File: config.mk
export PLATFORM = sky130hd
export DESIGN_NAME = decode_stage
export DESIGN_NICKNAME = d
export VERILOG_FILES = /design/src/rtl/cpu_pkg.sv /design/src/rtl/instr_decoder.sv /design/src/rtl/decode_stage.sv
export SDC_FILE = /design/constraint.sdc
export NUM_CORES = 1
export LEC_CHECK = 0
export CAP_MARGIN = 20
export CORE_MARGIN = 10
export CORE_UTILIZATION = 46
export DETAILED_ROUTE_END_ITERATION = 7
export GPL_TIMING_DRIVEN = 0
export PLACE_DENSITY_LB_ADDON = 0.05
export SYNTH_ARGS = -nofsm -noshare
export SYNTH_HDL_FRONTEND = slang
export SYNTH_SLANG_ARGS = --single-unit
File: constraint.sdc
create_clock -name clk -period 10.3 [get_ports clk]
set_input_delay 2.575 -clock clk [delete_from_list [all_inputs] [get_ports clk]]
set_output_delay 2.575 -clock clk [all_outputs]
set_load 0.05 [all_outputs]
File: src/rtl/cpu_pkg.sv
// Shared CPU definitions: RV32I opcodes, ALU operation encodings, immediate
// formats and helpers used by the decode logic.
package cpu_pkg;

   // RV32I major opcodes (instr[6:0])
   localparam logic [6:0] OPC_LUI    = 7'b0110111;
   localparam logic [6:0] OPC_AUIPC  = 7'b0010111;
   localparam logic [6:0] OPC_JAL    = 7'b1101111;
   localparam logic [6:0] OPC_JALR   = 7'b1100111;
   localparam logic [6:0] OPC_BRANCH = 7'b1100011;
   localparam logic [6:0] OPC_LOAD   = 7'b0000011;
   localparam logic [6:0] OPC_STORE  = 7'b0100011;
   localparam logic [6:0] OPC_OP_IMM = 7'b0010011;
   localparam logic [6:0] OPC_OP     = 7'b0110011;

   // 4-bit ALU operation encodings carried into execute
   typedef enum logic [3:0] {
      ALU_ADD   = 4'd0,
      ALU_SUB   = 4'd1,
      ALU_SLL   = 4'd2,
      ALU_SLT   = 4'd3,
      ALU_SLTU  = 4'd4,
      ALU_XOR   = 4'd5,
      ALU_SRL   = 4'd6,
      ALU_SRA   = 4'd7,
      ALU_OR    = 4'd8,
      ALU_AND   = 4'd9,
      ALU_PASSB = 4'd10
   } alu_op_e;

   // Immediate formats; NONE yields a zero immediate
   typedef enum logic [2:0] {
      IMM_NONE = 3'd0,
      IMM_I    = 3'd1,
      IMM_S    = 3'd2,
      IMM_B    = 3'd3,
      IMM_U    = 3'd4,
      IMM_J    = 3'd5
   } imm_fmt_e;

   // Sign-extended immediate for the given format
   function automatic logic [31:0] build_imm(input logic [31:0] instr, input imm_fmt_e fmt);
      logic [31:0] imm;
      case (fmt)
         IMM_I:   imm = {{20{instr[31]}}, instr[31:20]};
         IMM_S:   imm = {{20{instr[31]}}, instr[31:25], instr[11:7]};
         IMM_B:   imm = {{19{instr[31]}}, instr[31], instr[7], instr[30:25], instr[11:8], 1'b0};
         IMM_U:   imm = {instr[31:12], 12'b0};
         IMM_J:   imm = {{11{instr[31]}}, instr[31], instr[19:12], instr[20], instr[30:21], 1'b0};
         default: imm = 32'd0;
      endcase
      return imm;
   endfunction

   // ALU op from funct3; instr[30] selects SRA and (register form only) SUB
   function automatic alu_op_e alu_from_funct(input logic [2:0] funct3, input logic alt,
                                              input logic allow_sub);
      alu_op_e op;
      case (funct3)
         3'b000:  op = (alt && allow_sub) ? ALU_SUB : ALU_ADD;
         3'b001:  op = ALU_SLL;
         3'b010:  op = ALU_SLT;
         3'b011:  op = ALU_SLTU;
         3'b100:  op = ALU_XOR;
         3'b101:  op = alt ? ALU_SRA : ALU_SRL;
         3'b110:  op = ALU_OR;
         default: op = ALU_AND;
      endcase
      return op;
   endfunction

endpackage

File: src/rtl/instr_decoder.sv
// Purely combinational RV32I decoder: control flags, ALU op, immediate and
// which source registers the instruction actually reads.
module instr_decoder
   import cpu_pkg::*;
(
   input  logic [31:0] instr,
   output logic [31:0] imm,
   output logic [4:0]  rd_addr,
   output logic [3:0]  alu_op,
   output logic        rd_we,
   output logic        alu_src_imm,
   output logic        mem_rd,
   output logic        mem_wr,
   output logic        branch,
   output logic        jump,
   output logic        illegal,
   output logic        use_rs1,
   output logic        use_rs2
);

   logic [6:0] opcode;
   imm_fmt_e   fmt;
   alu_op_e    alu_sel;
   logic       writes_rd;

   assign opcode  = instr[6:0];
   assign rd_addr = instr[11:7];

   // Opcode-driven control decode; unknown opcodes fall to illegal with no side effects
   always_comb begin
      fmt         = IMM_NONE;
      alu_sel     = ALU_ADD;
      writes_rd   = 1'b0;
      alu_src_imm = 1'b0;
      mem_rd      = 1'b0;
      mem_wr      = 1'b0;
      branch      = 1'b0;
      jump        = 1'b0;
      illegal     = 1'b0;
      use_rs1     = 1'b0;
      use_rs2     = 1'b0;
      case (opcode)
         OPC_LUI: begin
            fmt = IMM_U; alu_sel = ALU_PASSB; writes_rd = 1'b1; alu_src_imm = 1'b1;
         end
         OPC_AUIPC: begin
            fmt = IMM_U; writes_rd = 1'b1; alu_src_imm = 1'b1;
         end
         OPC_JAL: begin
            fmt = IMM_J; writes_rd = 1'b1; jump = 1'b1; alu_src_imm = 1'b1;
         end
         OPC_JALR: begin
            fmt = IMM_I; writes_rd = 1'b1; jump = 1'b1; alu_src_imm = 1'b1; use_rs1 = 1'b1;
         end
         OPC_BRANCH: begin
            fmt = IMM_B; alu_sel = ALU_SUB; branch = 1'b1; use_rs1 = 1'b1; use_rs2 = 1'b1;
         end
         OPC_LOAD: begin
            fmt = IMM_I; writes_rd = 1'b1; alu_src_imm = 1'b1; mem_rd = 1'b1; use_rs1 = 1'b1;
         end
         OPC_STORE: begin
            fmt = IMM_S; alu_src_imm = 1'b1; mem_wr = 1'b1; use_rs1 = 1'b1; use_rs2 = 1'b1;
         end
         OPC_OP_IMM: begin
            fmt = IMM_I; writes_rd = 1'b1; alu_src_imm = 1'b1; use_rs1 = 1'b1;
            alu_sel = alu_from_funct(instr[14:12], instr[30], 1'b0);
         end
         OPC_OP: begin
            writes_rd = 1'b1; use_rs1 = 1'b1; use_rs2 = 1'b1;
            alu_sel = alu_from_funct(instr[14:12], instr[30], 1'b1);
         end
         default: illegal = 1'b1;
      endcase
   end

   assign imm    = build_imm(instr, fmt);
   assign alu_op = alu_sel;
   assign rd_we  = writes_rd && (rd_addr != 5'd0);

endmodule

File: src/rtl/decode_stage.sv
// Decode pipeline stage: decodes the fetched instruction, applies writeback
// bypass to the operands, stalls on load-use hazards and holds the ID/EX register.
module decode_stage
   import cpu_pkg::*;
(
   input  logic        clk,
   input  logic        rst,
   input  logic        if_valid,
   output logic        if_ready,
   input  logic [31:0] if_instr,
   input  logic [31:0] if_pc,
   output logic [4:0]  rs1_addr,
   output logic [4:0]  rs2_addr,
   input  logic [31:0] rs1_data,
   input  logic [31:0] rs2_data,
   input  logic        wb_we,
   input  logic [4:0]  wb_addr,
   input  logic [31:0] wb_data,
   input  logic        flush,
   output logic        ex_valid,
   input  logic        ex_ready,
   output logic [31:0] ex_pc,
   output logic [31:0] ex_rs1_val,
   output logic [31:0] ex_rs2_val,
   output logic [31:0] ex_imm,
   output logic [4:0]  ex_rd_addr,
   output logic [3:0]  ex_alu_op,
   output logic        ex_rd_we,
   output logic        ex_alu_src_imm,
   output logic        ex_mem_rd,
   output logic        ex_mem_wr,
   output logic        ex_branch,
   output logic        ex_jump,
   output logic        ex_illegal
);

   logic [31:0] dec_imm;
   logic [4:0]  dec_rd_addr;
   logic [3:0]  dec_alu_op;
   logic        dec_rd_we, dec_alu_src_imm, dec_mem_rd, dec_mem_wr;
   logic        dec_branch, dec_jump, dec_illegal, dec_use_rs1, dec_use_rs2;
   logic [31:0] rs1_val, rs2_val;
   logic        hazard, transfer;

   instr_decoder u_decoder (
      .instr       (if_instr),
      .imm         (dec_imm),
      .rd_addr     (dec_rd_addr),
      .alu_op      (dec_alu_op),
      .rd_we       (dec_rd_we),
      .alu_src_imm (dec_alu_src_imm),
      .mem_rd      (dec_mem_rd),
      .mem_wr      (dec_mem_wr),
      .branch      (dec_branch),
      .jump        (dec_jump),
      .illegal     (dec_illegal),
      .use_rs1     (dec_use_rs1),
      .use_rs2     (dec_use_rs2)
   );

   assign rs1_addr = if_instr[19:15];
   assign rs2_addr = if_instr[24:20];

   // A same-cycle writeback to a source register wins over the stale file read
   assign rs1_val = (wb_we && (wb_addr != 5'd0) && (wb_addr == rs1_addr)) ? wb_data : rs1_data;
   assign rs2_val = (wb_we && (wb_addr != 5'd0) && (wb_addr == rs2_addr)) ? wb_data : rs2_data;

   // Load in EX whose result feeds a source this instruction actually reads
   assign hazard = ex_valid && ex_mem_rd && (ex_rd_addr != 5'd0) &&
                   ((dec_use_rs1 && (rs1_addr == ex_rd_addr)) ||
                    (dec_use_rs2 && (rs2_addr == ex_rd_addr)));

   assign if_ready = (!ex_valid || ex_ready) && !hazard && !flush;
   assign transfer = if_valid && if_ready;

   // ID/EX register: flush beats transfer, transfer beats drain, otherwise hold
   always_ff @(posedge clk or posedge rst) begin
      if (rst) begin
         ex_valid       <= 1'b0;
         ex_pc          <= 32'd0;
         ex_rs1_val     <= 32'd0;
         ex_rs2_val     <= 32'd0;
         ex_imm         <= 32'd0;
         ex_rd_addr     <= 5'd0;
         ex_alu_op      <= 4'd0;
         ex_rd_we       <= 1'b0;
         ex_alu_src_imm <= 1'b0;
         ex_mem_rd      <= 1'b0;
         ex_mem_wr      <= 1'b0;
         ex_branch      <= 1'b0;
         ex_jump        <= 1'b0;
         ex_illegal     <= 1'b0;
      end else if (flush) begin
         ex_valid <= 1'b0;
      end else if (transfer) begin
         ex_valid       <= 1'b1;
         ex_pc          <= if_pc;
         ex_rs1_val     <= rs1_val;
         ex_rs2_val     <= rs2_val;
         ex_imm         <= dec_imm;
         ex_rd_addr     <= dec_rd_addr;
         ex_alu_op      <= dec_alu_op;
         ex_rd_we       <= dec_rd_we;
         ex_alu_src_imm <= dec_alu_src_imm;
         ex_mem_rd      <= dec_mem_rd;
         ex_mem_wr      <= dec_mem_wr;
         ex_branch      <= dec_branch;
         ex_jump        <= dec_jump;
         ex_illegal     <= dec_illegal;
      end else if (ex_ready) begin
         ex_valid <= 1'b0;
      end
   end

endmodule

==> results.md <==
- Max VDD drop: 0.0001130 V
- CORE AREA: 15,710 um^2
- Top cell family by delay on the critical path: buffers and inverters
- Most frequent cells in the layout: clkdlybuf4s50_1, mux2_2, dfrtp_1
- Grt ovf: 0
- Worst EP required: 7.73 ns
- FF-to-FF Start: ex_rd_addr[1]
- Root buf cell: clkbuf_16
- Reg2Reg Depth: 9
- CP arrival: 4.98 ns
- Syn Nets: 731
- Post-synth top area cell: dfrtp_1
- Worst flop-to-flop path endpoint: ex_pc[30]
- Period utilisation layout: 0.7333
- # nets final: 1,075
- Main flop type after synthesis: dfrtp_1
- Gate Count Post-Synth: 560
- Num CTS Buffers: 17
- Worst Hold End: ex_rs1_val[28]
- Sequential fraction of the synthesis area: 0.4960
- Die area: 21,350 um^2
- Initial drt markers: 208
- Ys Warns: 0
- Initial Util: 0.4656
- CP Launch Type: input pin
- Final ANT Viol Nets: 0
- Die Width: 146.1 um
- Max Fclk: 132.4 MHz
- Slew Viols, Final: 0
- WL final: 24,720 um
- CP Class: input pin to output pin
- Worst setup EP type: output pin
- Port Buffer Count: 324
- Hold Buf Count CTS: 0
- First-pass DRT Iterations: 4
- Min Tclk post-route: 7.553 ns
- Buffer count from post-CTS setup fixing: 0
- Worst Hold Class: register to register
- Fin Clk Skew: 0.01224 ns
- Commonest non-fill, non-tap cell in the layout: clkdlybuf4s50_1
- Area share of the largest cell type after synthesis: 0.4960
- Worst Tran Pin Value: 0.9245 ns
- Crit path cell chain: clkdlybuf4s50_1 -> nor4bb_1 -> nand2_1 -> a21oi_1 -> o211ai_2 -> and3_1 -> clkdlybuf4s50_1
- Largest net degree at the start of global routing: 99
- WL/cell: 21.82 um
- Sink Count: 145
- Max FO, Critical Path: 7
- Number of max-cap violations: 0
- Post-Place Setup Slack: 2.778 ns
- Gr usage total: 0.2290
- Slowest cell on crit path: clkdlybuf4s50_1
- Crit-path max cell delay: 0.71 ns
- Initial antenna violation count: 0
- Hold path depth: 1
- Vias/cell: 5.086
- DIE HEIGHT: 146.1 um
- Pleak: 0.004843 uW
- # resized after CTS: 0
- Clock Path Buffers: 2
- Filler cell count: 1,130
- Syn Area/Cell: 13.06 um^2
- Clock-pin slew on the worst setup and hold paths: 0.06 ns
- Vias: 5,762
- Std cell rows: 46
- H-tree depth: 4
- Synth Register Bits: 145
- CTS tree: built
- Synthesis-to-layout area growth: 56.59%
- RePlAce Congestion: 0.8887
- Skew-Pair Late Insertion Delay: 0.42 ns
- Area contributors post-synth: dfrtp_1, mux2_2, mux2_4
- Hold Violations, Final: 0
- Number of global-route vias before repair: 6,451
- Hold Path Origin: ex_rs1_val[28]
- Worst path most repeated cell: clkdlybuf4s50_1
- Post-route DRC: 0
- Share of layout cells above drive strength 1: 0.2759
- Number of synthesized flops with an enable pin: 0
- Synth unique cells: 44
- Mapped cell area: 7316 um^2
- RSZ-0062 raised after global routing: no
- First-pass GRT wire length: 38,240 um
- Top Ports: 327
- Rel. slew slack: 0.3789
- P per Cell Area: 177.4 nW/um^2
- Hpwl dp: 19,780 um
- Final Setup Violations: 0
- Async SR Flop Fraction: 1.000
- N_diodes: 0
- CP bufs+invs: 2
- Status: completed
- Flop2flop setup slack: 7.93 ns
- TNS Setup: 0 ns
- Worst setup margin: 2.747 ns
==> worst register-to-register path, delay by kind of cell, from the launching register on <==
family,cells,cell delay [ns]
flip-flops,1,0.46
AND/OR/NAND/NOR,4,0.72
buffers and inverters,3,0.55
XOR/XNOR,1,0.20
multiplexers,1,0.32
==> flip-flops by register name (all words and copies together), names as in the netlist <==
| signal | count |
|---|---|
| ex_mem_rd | 1 |
| ex_pc | 32 |
| ex_alu_src_imm | 1 |
| ex_imm | 32 |
| ex_rd_addr | 5 |
| ex_valid | 1 |
| ex_rs1_val | 32 |
| ex_alu_op | 4 |
| ex_illegal | 1 |
| ex_rd_we | 1 |
| ex_branch | 1 |
| ex_mem_wr | 1 |
| ex_jump | 1 |
| ex_rs2_val | 32 |
==> cell type report <==
class | instances | area, um^2 | area share
inverter | 28 | 110.1 | 0.009611
clock inverter | 14 | 155.1 | 0.01354
sequential | 145 | 3628 | 0.3167
timing repair buffer | 325 | 3271 | 0.2855
buffer | 40 | 296.5 | 0.02588
tap | 216 | 270.3 | 0.02359
clock buffer | 18 | 439.2 | 0.03834
multi-input combinational | 347 | 3286 | 0.2868
==> metal layers <==
metal | routed length (um) | track usage | up-vias
met5 | 0 | 0 | -
met4 | 651 | 0.08308 | 0
met3 | 1771 | 0.07324 | 35
met2 | 13120 | 0.4168 | 238
met1 | 9183 | 0.2424 | 2827
li1 | - | - | 2662
==> where the power goes <==
part           leakage [uW]  internal [uW]  total [uW]  switching, uW
sequential          0.00179            647         693           45.4
combinational       0.00278            292         721            429
clock              0.000276            366         618            252
total               0.00484           1310        2030            727
==> synthesized netlist by cell type, types with 7 or more instances <==
master   count
a21oi_1     27
dfrtp_1    145
mux2i_1     27
inv_1       28
mux2_4      24
buf_4       19
nand3_1      7
xnor2_1     12
nand2_1     15
mux2_2     154
buf_2        9
xor2_1       9
nor2_1      10
o21ai_0      9
==> worst max path at each step <==
stage	from	depth (start not counted)	endpoint	slack, ns
floorplan	rst	1	ex_alu_op[0]	3.83
global placement	rst	2	ex_pc[17]	1.93
detailed placement	if_instr[2]	7	if_ready	2.78
CTS	if_instr[5]	7	if_ready	2.77
global route	if_instr[5]	7	if_ready	2.58
finish	if_instr[2]	7	if_ready	2.75
==> stage by stage <==
stage | utilization | total power (uW) | hold slack (ns) | cell area (um^2) | instances
after floorplan | - | 1134 | 0.7535 | 7316 | 560
after global placement | 0.6892 | 1412 | 0.4867 | 10830 | 1100
after detailed placement | 0.6913 | 1431 | 0.4921 | 10860 | 1101
after CTS | 0.7291 | 2050 | 0.5052 | 11460 | 1133
after global routing | 0.7291 | 2111 | 0.5122 | 11460 | 1133
final | 0.7291 | 2032 | 0.5028 | 11460 | 1133
==> cell families (layout without fill, tap and decap cells) <==
group / count (synthesis) / after routing / synth area share
simple gates: 60 / 60 / 0.04481
buf+inv: 68 / 425 / 0.05490
xor+xnor: 21 / 21 / 0.02514
flops: 145 / 145 / 0.4960
compound gates: 56 / 56 / 0.04823
mux: 210 / 210 / 0.3309
Note: power is estimated with default switching activity, not from simulation.
